**src/rtl/noc_pkg.sv**
```systemverilog
// Shared NoC definitions: flit layout, field widths and positions, and the
// injector FSM state type. Flit constructors keep the bit layout in one place.
package noc_pkg;

    localparam int FLIT_W    = 17;
    localparam int NODE_ID_W = 4;
    localparam int LEN_W     = 4;
    localparam int PAY_W     = 14;

    // Positions inside the 15-bit flit body (flit bits [14:0])
    localparam int HDR_DEST_LSB  = 11;
    localparam int HDR_SRC_LSB   = 7;
    localparam int HDR_LEN_LSB   = 3;
    localparam int BODY_TAIL_BIT = 14;

    typedef struct packed {
        logic        valid;
        logic        is_header;
        logic [14:0] payload;
    } flit_t;

    typedef enum logic [1:0] {
        IDLE,
        HDR,
        BODY
    } inj_state_t;

    function automatic flit_t make_header(input logic [NODE_ID_W-1:0] dest,
                                          input logic [NODE_ID_W-1:0] src,
                                          input logic [LEN_W-1:0]     len);
        flit_t f;
        f = '0;
        f.valid     = 1'b1;
        f.is_header = 1'b1;
        f.payload[HDR_DEST_LSB +: NODE_ID_W] = dest;
        f.payload[HDR_SRC_LSB  +: NODE_ID_W] = src;
        f.payload[HDR_LEN_LSB  +: LEN_W]     = len;
        return f;
    endfunction

    function automatic flit_t make_body(input logic             tail,
                                        input logic [PAY_W-1:0] pay);
        flit_t f;
        f = '0;
        f.valid     = 1'b1;
        f.is_header = 1'b0;
        f.payload[BODY_TAIL_BIT] = tail;
        f.payload[PAY_W-1:0]     = pay;
        return f;
    endfunction

endpackage

```
**src/rtl/inj_payload_fifo.sv**
```systemverilog
// Synchronous payload FIFO with full/empty flags; pointers carry one extra
// wrap bit so full and empty are distinguished without a counter.
module inj_payload_fifo #(
    parameter int WIDTH = 14,
    parameter int DEPTH = 8
) (
    input  logic             clk,
    input  logic             rst_n,
    input  logic             push,
    input  logic [WIDTH-1:0] wdata,
    input  logic             pop,
    output logic [WIDTH-1:0] rdata,
    output logic             full,
    output logic             empty
);
    localparam int AW = $clog2(DEPTH);

    logic [WIDTH-1:0] mem [DEPTH];
    logic [AW:0]      wr_ptr;
    logic [AW:0]      rd_ptr;
    logic             do_push;
    logic             do_pop;

    assign empty   = (wr_ptr == rd_ptr);
    assign full    = (wr_ptr[AW] != rd_ptr[AW]) && (wr_ptr[AW-1:0] == rd_ptr[AW-1:0]);
    assign do_push = push && !full;
    assign do_pop  = pop && !empty;
    assign rdata   = mem[rd_ptr[AW-1:0]];

    always_ff @(posedge clk) begin
        if (do_push) begin
            mem[wr_ptr[AW-1:0]] <= wdata;
        end
    end

    always_ff @(posedge clk or negedge rst_n) begin
        if (!rst_n) begin
            wr_ptr <= '0;
            rd_ptr <= '0;
        end else begin
            if (do_push) wr_ptr <= wr_ptr + (AW+1)'(1);
            if (do_pop)  rd_ptr <= rd_ptr + (AW+1)'(1);
        end
    end

endmodule

```
**src/rtl/local_injector.sv**
```systemverilog
// Mesh-node transmit engine: serialises PE requests and payload words into
// header/body flits for the router local port. Optional LOCAL_INJECTOR_STATS_EN adds pkt_count_o.
module local_injector
    import noc_pkg::*;
#(
    parameter int NODE_ID    = 13,
    parameter int FIFO_DEPTH = 8
) (
    input  logic                 clk,
    input  logic                 rst,
    input  logic                 req_valid_i,
    output logic                 req_ready_o,
    input  logic [NODE_ID_W-1:0] req_dest_i,
    input  logic [LEN_W-1:0]     req_len_i,
    input  logic                 pay_valid_i,
    input  logic [PAY_W-1:0]     pay_i,
    output logic                 pay_ready_o,
    input  logic                 local_full_i,
    output logic [FLIT_W-1:0]    local_data_o,
    output logic                 busy_o,
    output logic                 pkt_sent_o
`ifdef LOCAL_INJECTOR_STATS_EN
    ,
    output logic [15:0]          pkt_count_o
`endif
);
    localparam logic [NODE_ID_W-1:0] SRC_ID = NODE_ID_W'(NODE_ID);

    inj_state_t           state;
    logic [NODE_ID_W-1:0] dest_q;
    logic [LEN_W-1:0]     rem_q;
    logic [PAY_W-1:0]     fifo_rdata;
    logic                 fifo_full;
    logic                 fifo_empty;
    logic                 issue_body;

    assign issue_body  = (state == BODY) && !local_full_i && !fifo_empty;
    assign pay_ready_o = !fifo_full;
    assign busy_o      = (state != IDLE);

    inj_payload_fifo #(
        .WIDTH (PAY_W),
        .DEPTH (FIFO_DEPTH)
    ) u_fifo (
        .clk   (clk),
        .rst_n (rst),
        .push  (pay_valid_i),
        .wdata (pay_i),
        .pop   (issue_body),
        .rdata (fifo_rdata),
        .full  (fifo_full),
        .empty (fifo_empty)
    );

    // req_ready_o is held low through the final-flit cycle and only rises on
    // the following edge, so the next request cannot overlap the tail.
    always_ff @(posedge clk or negedge rst) begin
        if (!rst) begin
            state        <= IDLE;
            dest_q       <= '0;
            rem_q        <= '0;
            req_ready_o  <= 1'b1;
            local_data_o <= '0;
            pkt_sent_o   <= 1'b0;
        end else begin
            local_data_o <= '0;
            pkt_sent_o   <= 1'b0;
            case (state)
                IDLE: begin
                    req_ready_o <= 1'b1;
                    if (req_valid_i && req_ready_o) begin
                        dest_q      <= req_dest_i;
                        rem_q       <= req_len_i;
                        req_ready_o <= 1'b0;
                        state       <= HDR;
                    end
                end
                HDR: begin
                    if (!local_full_i) begin
                        local_data_o <= make_header(dest_q, SRC_ID, rem_q);
                        if (rem_q == '0) begin
                            pkt_sent_o <= 1'b1;
                            state      <= IDLE;
                        end else begin
                            state <= BODY;
                        end
                    end
                end
                BODY: begin
                    if (issue_body) begin
                        local_data_o <= make_body(rem_q == LEN_W'(1), fifo_rdata);
                        rem_q        <= rem_q - LEN_W'(1);
                        if (rem_q == LEN_W'(1)) begin
                            pkt_sent_o <= 1'b1;
                            state      <= IDLE;
                        end
                    end
                end
                default: state <= IDLE;
            endcase
        end
    end

`ifdef LOCAL_INJECTOR_STATS_EN
    always_ff @(posedge clk or negedge rst) begin
        if (!rst) begin
            pkt_count_o <= '0;
        end else if (pkt_sent_o) begin
            pkt_count_o <= pkt_count_o + 16'd1;
        end
    end
`endif

endmodule

```
**config.mk**
```make
export PLATFORM = sky130hd
export DESIGN_NAME = local_injector
export DESIGN_NICKNAME = d
export VERILOG_FILES = /design/src/rtl/noc_pkg.sv /design/src/rtl/inj_payload_fifo.sv /design/src/rtl/local_injector.sv
export SDC_FILE = /design/constraint.sdc
export NUM_CORES = 1
export LEC_CHECK = 0
export ABC_AREA = 1
export BUFFER_PORTS_ARGS = -buffer_cell sky130_fd_sc_hd__buf_2
export CAP_MARGIN = 20
export CORE_MARGIN = 5
export CORE_UTILIZATION = 59
export CTS_CLUSTER_DIAMETER = 60
export DETAILED_ROUTE_END_ITERATION = 10
export GPL_ROUTABILITY_DRIVEN = 0
export PLACE_DENSITY_LB_ADDON = 0.15
export SLEW_MARGIN = 5
export SYNTH_ARGS = -nofsm -noshare
export SYNTH_HDL_FRONTEND = slang
export SYNTH_SLANG_ARGS = --single-unit
```
**constraint.sdc**
```tcl
create_clock -name clk -period 2.8 [get_ports clk]
set_clock_uncertainty 0.15 [all_clocks]
set_input_delay 0.56 -clock clk [delete_from_list [all_inputs] [get_ports clk]]
set_output_delay 0.56 -clock clk [all_outputs]
set_load 0.01 [all_outputs]
```
# Word-level counts from Yosys, hierarchy flattened
# Memory sizes are Yosys's and may differ from the RTL's.
# Cells that the tools add are included.
# W data, S select, Z words.
# totals
ff_bits	37
mem_bits_rw	112
in_bits	27
out_inout_bits	21
elab_cells	58
memories	1
# op_classes
addsub	3
eq_ne	10
mux	20
reduce_logical	16
# memory_table
name	words	width	read_ports	rd_ports_with_merged_regs	write_ports	line	rtl
u_fifo.mem	8	14	1	0	1	inj_payload_fifo.sv:18	logic [WIDTH-1:0] mem [DEPTH];
# ops
operator	n
$mux W17	2
$pmux W17 S2	1
$mux W2	5
$add A4 B1 Y4 const B	2
$mux W4	2
$pmux W4 S2	1
$mux W1	7
$logic_and A1 B1 Y1	6
$pmux W2 S3	1
$eq A4 B1 Y1 const B	1
$eq A4 B4 Y1	1
$logic_not A4 Y1	1
$ne A2 B1 Y1 const B	2
$ne A2 B2 Y1 const B	2
$reduce_and A4 Y1	1
$reduce_bool A2 Y1	2
$sub A4 B1 Y4 const B	1
$eq A3 B3 Y1	1
$logic_not A1 Y1	3
$reduce_and A3 Y1	1
$eq A2 B1 Y1 const B	1
$eq A2 B2 Y1 const B	1
$logic_not A2 Y1	1
$pmux W1 S2	1
other kinds (2)	2

# Logic depth before layout (Yosys ltp)
# Gate-level depths: netlist of the first run.
# logic_depth
word_depth	6
mapped_depth	11

# Hierarchy
# Synthesis of the first run repeated with hierarchy kept, for this count alone.
# unflattened
hier_cells	557
hier_area_um2	6237.2
# by_module_without_submodules
module	instances	cells_per_inst	area_per_inst_um2
inj_payload_fifo	1	405	4911.0
local_injector	1	152	1326.3

# Least setup slack after synthesis of the first run
# Ideal clock, no wire load.
# synth_path
kind	reg-to-reg
from	register u_fifo.rd_ptr[2]
to	memory u_fifo.mem[6][0], enable pin
arrival_ns	1.737
required_ns	2.266
slack_ns	0.529
stages_incl_launch_ff	9
cell_sequence	dfrtp_1 -> buf_2 -> inv_2 -> nand2_1 -> nand2_1 -> a21oi_1 -> a21boi_2 -> nand2_1 -> nor2_1
# synth_between
elab_chain_len	6
# synth_rtl
element	line	rtl
start, declared	inj_payload_fifo.sv:20	logic [AW:0] rd_ptr;
start signal, assigned	inj_payload_fifo.sv:42	if (do_pop) rd_ptr <= rd_ptr + (AW+1)'(1);
$eq A3 B3 Y1	inj_payload_fifo.sv:25	assign full = (wr_ptr[AW] != rd_ptr[AW]) && (wr_ptr[AW-1:0] == rd_ptr[AW-1:0]);
$logic_and A1 B1 Y1	inj_payload_fifo.sv:25	
$logic_not A1 Y1	inj_payload_fifo.sv:26	assign do_push = push && !full;
$logic_and A1 B1 Y1	inj_payload_fifo.sv:26	
$mux W1	inj_payload_fifo.sv:31	if (do_push) begin
$mux W1 (implied by the code)	inj_payload_fifo.sv:32	mem[wr_ptr[AW-1:0]] <= wdata;
end, declared	inj_payload_fifo.sv:18	
# Every way passes these cells.

# Worst setup path after layout of the first run
# layout_path
from	register u_fifo.rd_ptr[2]
to	output port pay_ready_o
# layout_between
elab_chain_len	3
# layout_rtl
element	line	rtl
$eq A3 B3 Y1	inj_payload_fifo.sv:25	
$logic_and A1 B1 Y1	inj_payload_fifo.sv:25	
$logic_not A1 Y1	local_injector.sv:38	assign pay_ready_o = !fifo_full;
end, declared	local_injector.sv:17	output logic pay_ready_o,
# Every way passes these cells.

==> flow_metrics.py, run 1 <==
metrics = {
    "worst_setup_path": {
        "worstSetupEndpoint": "pay_ready_o",
        "max_stage_delay_ns": 0.71,
        "critical_path.cell_chain": "inv_2, nand2_1, nand2_1, a21oi_1, nand2_1, buf_2",
        "timing.critical_path.mode_cell": "sky130_fd_sc_hd__nand2_1",
        "rr_endpoint": "u_fifo.mem[2][13]$_DFFE_PP_",
        "critical_path_arrival_ns": 1.96,
        "start_kind": "flop",
        "required_ns": 2.09,
        "path_length_in_cells_of_the_critical_path": 6,
        "timing.reg2reg.worst_path_depth": 7,
        "timing.critical_path.fanout_max": 17,
        "worst_setup_path_class": "flop to output port",
        "r2r_start": "u_fifo.rd_ptr[2]$_DFFE_PN0P_",
        "worstSetupEndpointType": "output port",
        "critical-path-slowest-cell": "sky130_fd_sc_hd__dfrtp_1",
        "critPathLaunch": "u_fifo.rd_ptr[2]$_DFFE_PN0P_",
        "path_delay_family": "flip-flops",
        "ff2ff_setup_slack_ns": 0.50,
        "crit_buf_inv": 2,
    },
    "die": {
        "initial_utilization_pct": 60.24,
        "die_width_um": 112.4,
        "rows": 37,
        "die_h_um": 112.4,
        "core-area_um2": 10280,
        "pin_count": 48,
        "die_area_um2": 12640,
    },
    "clocking": {
        "cts-htree-levels": 4,
        "cts_buffer_count": 17,
        "tritoncts": "yes",
        "ctsResizeCount": 0,
        "clock_latency_ns": 0.53,
        "numClockSinks": 149,
        "clk_path_buf_depth": 2,
        "cts.root.buffer_cell": "sky130_fd_sc_hd__clkbuf_8",
        "clk_pin_slew_worst_paths_ns": 0.06,
        "post-cts-setup-buffers": 0,
    },
    "timing": {
        "max-slew-margin-rel_pct": 46.58,
        "final.period_utilization_pct": 95.33,
        "layout_setup_ws_ns": 0.1308,
        "setup_repair_after_global_routing_missed_its_margin": "no",
        "setup_viol": 0,
        "timing_hold_violations_final": 0,
        "worstMarginPinSlew_ns": 0.8013,
        "maxClockFrequency_mhz": 374.6,
        "hold-worst-slack_ns": 0.08255,
        "setup-tns-final_ns": 0,
        "fin_crit_ns": 2.669,
        "slew_violations": 0,
    },
    "synthesis": {
        "register_bit_count_reported_by_yosys": 149,
        "synthesis.area_um2": 6191,
        "avgSynthCellArea_um2": 11.04,
        "synth_fp_nets": 597,
        "synth_sequential_area_ratio_pct": 69.30,
        "synth_cell_types": 30,
        "count_of_synthesis_stage_warnings_from_yosys": 0,
        "library_cell_occupying_the_most_area_in_the_post_synthesis_netlist": "sky130_fd_sc_hd__edfxtp_1",
        "yosysTopAreaCellShare_pct": 54.32,
        "syn-instance-count": 561,
        "synth.top_cells.by_area": "sky130_fd_sc_hd__edfxtp_1, sky130_fd_sc_hd__dfrtp_1, sky130_fd_sc_hd__nand2_1",
    },
    "final_layout": {
        "final_layout_size_suffix_gt1_share_pct": 18.05,
        "design.final.nets": 660,
        "fin_cells": 773,
        "insertedDiodeCount": 0,
        "mostFrequentLayoutCells": "sky130_fd_sc_hd__nand2_1, sky130_fd_sc_hd__edfxtp_1, sky130_fd_sc_hd__nand3_1, sky130_fd_sc_hd__buf_2, sky130_fd_sc_hd__dfrtp_1",
        "finalCoreUtilization_pct": 70.55,
        "final_common_cell": "sky130_fd_sc_hd__nand2_1",
        "fin_area_um2": 7251,
        "area.growth.synth_to_final_pct": 17.12,
    },
    "power_and_ir_drop": {
        "netSwitchingPower_mw": 2.769,
        "seqPwrFrac_pct": 39.2,
        "power.density_nw_per_um2": 1076,
        "design_power_total_mw": 7.798,
        "power_report.internal_total_mw": 5.030,
        "worst_ir_drop_on_vdd_uv": 725.5,
        "clock_power_share_pct": 30.0,
        "p_leak_nw": 3.096,
        "power.share.switching_pct": 35.50,
        "power_frac_comb_pct": 30.8,
    },
    "placed_design": {
        "placed_cell_area_um2": 6621,
        "preCtsSetupSlack_ns": 0.5583,
        "placed_cells_incl_taps": 740,
        "hpwlAfterDp_um": 9340,
        "io_buffers": 47,
    },
    "route": {
        "met3_length_um": 1047,
        "dr_total_vias": 4240,
        "routedLengthMet1_um": 6067,
        "viasPerCell": 5.485,
        "route.antenna.remaining_nets": 0,
        "firstDrtPassIters": 5,
        "highest-signal-layer": "met4",
        "drcViolationCount": 0,
        "met2_length_um": 6223,
        "route.final.wire_length_um": 13650,
        "wl_per_cell_um": 17.66,
        "detail_route.iter0.violations": 495,
    },
    "global_route": {
        "grt_pass1_vias": 4199,
        "grt_remaining_overflow": 0,
        "grt_pass1_wl_um": 22020,
        "grt_start_max_net_pins": 58,
        "grt_util_all_layers_pct": 23.13,
        "antenna_found_initial": 0,
    },
    "hold_path": {
        "hold_path.class": "primary input to flop",
        "worst_hold_startpoint": "req_dest_i[3]",
        "whs_path_depth": 3,
    },
    "run": {
        "drv.max_cap_violation_count": 0,
    },
    "outcome": {
        "status": "finished clean",
    },
}
==> Yosys cell counts (all sizes together) <==
library cell,number
a21boi,1
a21oi,12
a31oi,1
and2,3
buf,16
clkbuf,6
dfrtp,36
dfstp,1
edfxtp,112
ha,9
inv,21
nand2,215
nand3,76
nand4,1
nor2,22
nor3,5
o21a,1
o21ai,16
o22ai,4
xor2,3
==> worst min-delay path by stage <==
stage,endpoint,slack (ns)
floorplan,dest_q[0]$_DFFE_PN0P_,0.11
global placement,dest_q[0]$_DFFE_PN0P_,0.32
detailed placement,dest_q[1]$_DFFE_PN0P_,0.31
CTS,dest_q[3]$_DFFE_PN0P_,0.05
global route,dest_q[2]$_DFFE_PN0P_,0.07
finish,dest_q[3]$_DFFE_PN0P_,0.08
==> cell families after synthesis <==
family,share of synthesized area (%)
AND/OR/NAND/NOR,22.33
flip-flops,69.30
buffers and inverters,3.052
AO/OA/AOI/OAI,3.072
adder cells (fa/ha/maj),1.819
XOR/XNOR,0.4245
==> registers in the layout (all words and copies together) (netlist names) <==
signal and flops:
dest_q 4, local_data_o 17, pkt_sent_o 1, rem_q 4, req_ready_o 1, state 2
u_fifo.mem 112, u_fifo.rd_ptr 4, u_fifo.wr_ptr 4
==> final cells by class <==
type	instances	area (µm²)
clock buffers	17	414.1
clock inverters	15	205.2
fillers	735	3027
inverters	21	78.83
multi-input cells	369	1712
flip-flops and latches	149	4290
well taps	136	170.2
repair buffers	66	380.4
==> routing by layer <==
layer / vias to the layer above / global-route usage [%]
met2: 191 / 34.37
met1: 1995 / 32.96
met5: - / 0
met3: 24 / 5.553
met4: 0 / 9.936
li1: 2030 / -
==> power groups by stage <==
stage,Sequential [mW],Clock (mW),Combinational (mW)
floorplan,3.03,0,1.72
CTS,3.05,2.37,2.40
detailed placement,3.09,0,2.38
global route,3.10,2.48,2.70
finish,3.06,2.34,2.40
global placement,3.08,0,2.33
==> tightest hold or removal path, stage by stage <==
cell	delay [ns]
sky130_fd_sc_hd__buf_2	0.07
sky130_fd_sc_hd__nand2_1	0.04
sky130_fd_sc_hd__nand2_1	0.06
==> timing repair <==
item | 4_1_cts | 5_1_grt
endpoints found under the setup margin | 0 | 0
hold buffers | 1 | 0
hold endpoints to repair | 36 | 0
(Power assumes the default switching activity.)
==> run 2, diff against run 1 <==
- ABC_AREA: 1 -> unset
- BUFFER_PORTS_ARGS: -buffer_cell sky130_fd_sc_hd__buf_2 -> unset
- CORE_UTILIZATION: 59 -> 60
- DONT_BUFFER_PORTS: unset -> 1
==> flow_metrics.py, run 2 <==
metrics = {
    "outcome": {
        "status": "finished clean",
    },
    "worst_setup_path": {
        "ff2ff_setup_slack_ns": 0.50,
        "required_ns": 2.09,
        "critical_path.cell_chain": "xor2_1, or4_1",
        "start_kind": "flop",
        "timing.critical_path.fanout_max": 10,
        "critical_path_arrival_ns": 1.90,
        "max_stage_delay_ns": 0.63,
        "critical-path-slowest-cell": "sky130_fd_sc_hd__or4_1",
        "rr_endpoint": "state[0]$_DFFE_PN0P_",
        "r2r_start": "state[0]$_DFFE_PN0P_",
        "worst_setup_path_class": "flop to output port",
        "worstSetupEndpointType": "output port",
        "timing.reg2reg.worst_path_depth": 6,
    },
    "power_and_ir_drop": {
        "worst_ir_drop_on_vdd_uv": 584.3,
        "power.density_nw_per_um2": 1069,
        "design_power_total_mw": 7.428,
        "p_leak_nw": 2.527,
    },
    "route": {
        "route.antenna.remaining_nets": 0,
        "wl_per_cell_um": 21.12,
        "viasPerCell": 5.766,
        "drcViolationCount": 0,
        "route.final.wire_length_um": 10730,
        "detail_route.iter0.violations": 228,
        "firstDrtPassIters": 6,
        "dr_total_vias": 2929,
    },
    "clocking": {
        "cts.root.buffer_cell": "sky130_fd_sc_hd__clkbuf_8",
        "clk_pin_slew_worst_paths_ns": 0.06,
        "ctsResizeCount": 0,
        "clk_path_buf_depth": 2,
        "clock_latency_ns": 0.52,
        "cts_buffer_count": 17,
        "tritoncts": "yes",
        "post_cts_hold_buffer_count": 16,
        "numClockSinks": 149,
        "post-cts-setup-buffers": 0,
        "cts-htree-levels": 4,
    },
    "global_route": {
        "antenna_found_initial": 0,
        "groute.layer.met3.usage_pct": 6.870,
        "global_route.peak_usage_layer": "met2",
        "grt_pass1_wl_um": 17260,
        "grt_pass1_vias": 3147,
        "grt_start_max_net_pins": 38,
        "grt_remaining_overflow": 0,
        "grt_util_all_layers_pct": 20.46,
        "global_route.usage.met1_pct": 25.64,
        "grt_util_met2_pct": 33.57,
    },
    "synthesis": {
        "yosys.area_share.simple_pct": 3.770,
        "ys.flop_type": "sky130_fd_sc_hd__edfxtp_1",
        "syn-instance-count": 323,
        "yosys.cell_count.top_type": "sky130_fd_sc_hd__edfxtp_1",
        "synth-edff-count": 112,
        "synth_compound_gate_area_share_pct": 3.603,
        "synth_fp_nets": 359,
        "register_bit_count_reported_by_yosys": 149,
        "ffs_w_async_s_r_synth_pct": 24.83,
        "synth-adder-area-share_pct": 1.885,
        "ys_top_cells_by_count": "sky130_fd_sc_hd__edfxtp_1, sky130_fd_sc_hd__dfrtp_1, sky130_fd_sc_hd__mux4_2",
        "yosysTopAreaCellShare_pct": 56.30,
        "largest_family_of_logic_cells_by_synthesized_area": "multiplexers",
        "synthesis.area_um2": 5973,
        "count_of_synthesis_stage_warnings_from_yosys": 0,
        "synth_cell_types": 42,
        "library_cell_occupying_the_most_area_in_the_post_synthesis_netlist": "sky130_fd_sc_hd__edfxtp_1",
        "fraction_of_synthesized_area_in_multiplexers_pct": 14.87,
        "synth.top_cells.by_area": "sky130_fd_sc_hd__edfxtp_1, sky130_fd_sc_hd__dfrtp_1, sky130_fd_sc_hd__mux4_2",
        "avgSynthCellArea_um2": 18.49,
        "synth-xor-area-share_pct": 2.158,
        "synth_sequential_area_ratio_pct": 71.83,
    },
    "timing": {
        "final.period_utilization_pct": 93.39,
        "setup_repair_after_global_routing_missed_its_margin": "no",
        "setup-tns-final_ns": 0,
        "layout_setup_ws_ns": 0.1850,
        "setup_viol": 0,
        "slew_violations": 0,
        "worstMarginPinSlew_ns": 0.6646,
        "timing_hold_violations_final": 0,
        "max-slew-margin-rel_pct": 55.30,
        "fin_crit_ns": 2.615,
        "maxClockFrequency_mhz": 382.4,
    },
    "final_layout": {
        "final_layout_size_suffix_gt1_share_pct": 24.53,
        "area.growth.synth_to_final_pct": 16.36,
        "insertedDiodeCount": 0,
        "final_common_cell": "sky130_fd_sc_hd__edfxtp_1",
        "fin_area_um2": 6950,
        "largest_register_ffs": 112,
        "design.final.nets": 398,
        "mostFrequentLayoutCells": "sky130_fd_sc_hd__edfxtp_1, sky130_fd_sc_hd__dfrtp_1, sky130_fd_sc_hd__mux4_2, sky130_fd_sc_hd__mux2i_1, sky130_fd_sc_hd__buf_4",
        "fin_cells": 508,
    },
    "hold_path": {
        "worst_hold_startpoint": "req_dest_i[0]",
        "whs_path_depth": 1,
        "hold_path.class": "primary input to flop",
        "hold-path-endpoint": "dest_q[0]$_DFFE_PN0P_",
    },
    "placed_design": {
        "hpwlAfterDp_um": 6781,
        "preCtsSetupSlack_ns": 0.4628,
        "io_buffers": 0,
        "placed_cell_area_um2": 6211,
        "placed_cells_incl_taps": 460,
    },
    "die": {
        "die_h_um": 109.8,
        "die_area_um2": 12050,
        "die_width_um": 109.8,
        "core-area_um2": 9729,
        "pin_count": 48,
        "initial_utilization_pct": 61.39,
        "rows": 36,
    },
    "run": {
        "drv.max_cap_violation_count": 0,
    },
}
## run 2: through the flow
stage	hold WS (ns)	util (%)
after floorplan	0.1144	-
after global placement	0.1157	63.84
after detailed placement	0.1158	63.84
after CTS	0.009201	71.44
after global routing	0.01456	71.44
final	0.03736	71.44
## run 2: final cells by class
cell class / instances / area (µm²)
inverter: 8 / 30.03
clock inverter: 8 / 98.84
tap: 133 / 166.4
sequential: 149 / 4292
timing repair buffer: 35 / 312.8
multi-input combinational: 151 / 1580
clock buffer: 24 / 470.5
fill: 616 / 2779
## run 2: worst max-delay path by stage
| stage | start | endpoint | slack (ns) | cells after the start |
|---|---|---|---|---|
| floorplan | u_fifo.wr_ptr[0]$_DFFE_PN0P_ | u_fifo.mem[0][0]$_DFFE_PP_ | 0.15 | 5 |
| global placement | state[1]$_DFFE_PN0P_ | state[0]$_DFFE_PN0P_ | 0.58 | 6 |
| detailed placement | u_fifo.wr_ptr[0]$_DFFE_PN0P_ | u_fifo.mem[7][13]$_DFFE_PP_ | 0.46 | 4 |
| CTS | u_fifo.wr_ptr[0]$_DFFE_PN0P_ | pay_ready_o | 0.16 | 2 |
| global route | u_fifo.wr_ptr[0]$_DFFE_PN0P_ | pay_ready_o | 0.10 | 2 |
| finish | u_fifo.wr_ptr[0]$_DFFE_PN0P_ | pay_ready_o | 0.19 | 2 |
## run 2: per-layer routing
metal	part of all wire (%)	wire length [µm]
met1	42	4558
met2	52	5544
met3	4.6	494
met4	1.2	131
met5	0	0
## run 2: power by group
| part | switching (mW) | internal (mW) |
|---|---|---|
| combinational | 1.14 | 0.985 |
| clock | 0.818 | 1.33 |
| sequential | 0.289 | 2.86 |
## run 2: kinds of logic after synthesis
kind of cell | Yosys count
flip-flops | 149
AO/OA/AOI/OAI | 28
multiplexers | 53
buffers and inverters | 23
AND/OR/NAND/NOR | 48
XOR/XNOR | 13
adder cells (fa/ha/maj) | 9
## run 2: critical path: cells and delay by family (launching register included)
family           cells  cell delay (ns)
AND/OR/NAND/NOR      1             0.63
flip-flops           1             0.57
XOR/XNOR             1             0.19
==> run 3, diff against run 2 <==
==> constraint.sdc (replaced) <==
create_clock -name clk -period 2.8 [get_ports clk]
set_clock_uncertainty 0.15 [all_clocks]
set_input_delay 0.28 -clock clk [delete_from_list [all_inputs] [get_ports clk]]
set_output_delay 0.28 -clock clk [all_outputs]
set_load 0.01 [all_outputs]
==> flow_metrics.py, run 3 (synthesized netlist as in run 2, its figures left out) <==
metrics = {
    "power_and_ir_drop": {
        "p_leak_nw": 2.595,
        "worst_ir_drop_on_vdd_uv": 686.1,
        "power.density_nw_per_um2": 1066,
    },
    "global_route": {
        "antenna_found_initial": 0,
        "grt_remaining_overflow": 0,
        "grt_pass1_wl_um": 17590,
        "grt_util_all_layers_pct": 20.99,
        "grt_start_max_net_pins": 38,
        "grt_pass1_vias": 3178,
    },
    "clocking": {
        "clock_latency_ns": 0.53,
        "cts_buffer_count": 17,
        "numClockSinks": 149,
        "cts-htree-levels": 4,
        "clk_pin_slew_worst_paths_ns": 0.06,
        "tritoncts": "yes",
        "post-cts-setup-buffers": 0,
        "cts.root.buffer_cell": "sky130_fd_sc_hd__clkbuf_8",
        "clk_path_buf_depth": 2,
    },
    "die": {
        "die_area_um2": 12050,
        "rows": 36,
        "initial_utilization_pct": 61.39,
        "die_width_um": 109.8,
        "die_h_um": 109.8,
        "core-area_um2": 9729,
        "pin_count": 48,
    },
    "timing": {
        "timing_hold_violations_final": 0,
        "max-slew-margin-rel_pct": 50.52,
        "worstMarginPinSlew_ns": 0.7355,
        "final.period_utilization_pct": 85.99,
        "setup_viol": 0,
        "hold-worst-slack_ns": 0.07539,
        "setup-tns-final_ns": 0,
        "layout_setup_ws_ns": 0.3924,
        "setup_repair_after_global_routing_missed_its_margin": "no",
        "slew_violations": 0,
        "fin_crit_ns": 2.408,
        "maxClockFrequency_mhz": 415.4,
    },
    "route": {
        "route.antenna.remaining_nets": 0,
        "wl_per_cell_um": 21.48,
        "dr_total_vias": 2995,
        "firstDrtPassIters": 4,
        "viasPerCell": 5.727,
        "detail_route.iter0.violations": 229,
        "route.final.wire_length_um": 11230,
        "drcViolationCount": 0,
    },
    "worst_setup_path": {
        "required_ns": 3.06,
        "timing.critical_path.fanout_max": 5,
        "worstSetupEndpointType": "flop",
        "max_stage_delay_ns": 0.63,
        "critical_path.cell_chain": "inv_1, ha_1, a21boi_0, nor3_1, a21oi_1, mux2_2",
        "worst_setup_path_class": "flop to flop",
        "start_kind": "flop",
        "critical-path-slowest-cell": "sky130_fd_sc_hd__a21boi_0",
        "timing.reg2reg.worst_path_depth": 6,
        "rr_endpoint": "state[0]$_DFFE_PN0P_",
        "critical_path_arrival_ns": 2.67,
        "r2r_start": "state[1]$_DFFE_PN0P_",
        "ff2ff_setup_slack_ns": 0.39,
    },
    "placed_design": {
        "preCtsSetupSlack_ns": 0.5037,
        "hpwlAfterDp_um": 6909,
        "io_buffers": 0,
    },
    "final_layout": {
        "finalCoreUtilization_pct": 73.06,
        "area.growth.synth_to_final_pct": 19.00,
        "final_common_cell": "sky130_fd_sc_hd__edfxtp_1",
        "fillerInstances": 589,
        "largest_register_ffs": 112,
        "insertedDiodeCount": 0,
        "final_layout_size_suffix_gt1_share_pct": 23.85,
        "design.final.nets": 413,
        "mostFrequentLayoutCells": "sky130_fd_sc_hd__edfxtp_1, sky130_fd_sc_hd__dfrtp_1, sky130_fd_sc_hd__dlygate4sd3_1, sky130_fd_sc_hd__mux4_2",
    },
    "run": {
        "drv.max_cap_violation_count": 0,
    },
    "outcome": {
        "status": "finished clean",
    },
    "hold_path": {
        "hold_path.class": "primary input to async pin",
    },
}
run 3: cell count changes in the layout (fill, tap and decap cells not counted):
cell,delta
sky130_fd_sc_hd__clkinv_2,+1
sky130_fd_sc_hd__dlygate4sd3_1,+15
sky130_fd_sc_hd__clkinv_1,+2
sky130_fd_sc_hd__bufinv_16,+1
sky130_fd_sc_hd__clkbuf_1,-3
sky130_fd_sc_hd__clkbuf_8,-3
sky130_fd_sc_hd__inv_6,+2
run 3: worst max-delay path: cells and delay by family (launching register included):
family,cells,cell delay [ns]
AO/OA/AOI/OAI,2,0.91
flip-flops,1,0.38
multiplexers,1,0.37
adder cells (fa/ha/maj),1,0.27
buffers and inverters,1,0.13
AND/OR/NAND/NOR,1,0.09
run 3: repair_timing:
item | 4_1_cts | 5_1_grt
endpoints found under the hold margin | 175 | 0
gates resized for setup | 0 | 0
hold buffers | 31 | 0
run 3: layer usage:
layer  GRT usage (%)  routed length (µm)  vias to the layer above
met5               0                   0                        -
met4           8.638                 180                        0
met3           5.696                 671                       17
met2           35.57                5923                       78
met1           25.62                4458                     1539
li1                -                   -                     1361
run 3: worst max-delay path by stage:
stage / from / end / slack, ns / depth (start not counted)
3_5_place_dp: u_fifo.wr_ptr[0]$_DFFE_PN0P_ / u_fifo.mem[7][11]$_DFFE_PP_ / 0.50 / 4
3_3_place_gp: state[1]$_DFFE_PN0P_ / state[0]$_DFFE_PN0P_ / 0.56 / 6
6_report: state[1]$_DFFE_PN0P_ / state[0]$_DFFE_PN0P_ / 0.39 / 6
2_1_floorplan: u_fifo.wr_ptr[0]$_DFFE_PN0P_ / u_fifo.mem[0][0]$_DFFE_PP_ / 0.15 / 5
4_1_cts: u_fifo.wr_ptr[0]$_DFFE_PN0P_ / pay_ready_o / 0.43 / 2
5_1_grt: state[0]$_DFFE_PN0P_ / state[0]$_DFFE_PN0P_ / 0.31 / 6
run 3: power by group:
part / leakage [nW] / internal, mW / switching (mW)
combinational: 0.833 / 1.04 / 1.19
clock: 0.272 / 1.35 / 0.850
sequential: 1.49 / 2.86 / 0.296
total: 2.60 / 5.25 / 2.33
run 3: stage by stage:
| stage | cells | instance area, µm² | total power [mW] |
|---|---|---|---|
| after floorplan | 323 | 5973 | 4.771 |
| after global placement | 460 | 6211 | 5.241 |
| after detailed placement | 460 | 6211 | 5.300 |
| after CTS | 523 | 7108 | 7.649 |
| after global routing | 523 | 7108 | 7.966 |
| final | 523 | 7108 | 7.579 |
run 3: cell type report:
cell class                 count  area, µm²  area share (%)
clock buffer                  18      417.9           5.879
clock inverter                14      158.9           2.236
inverter                       8      30.03          0.4225
multi-input combinational    151       1580           22.23
sequential                   149       4292           60.38
tap                          133      166.4           2.341
timing repair buffer          50      462.9           6.513
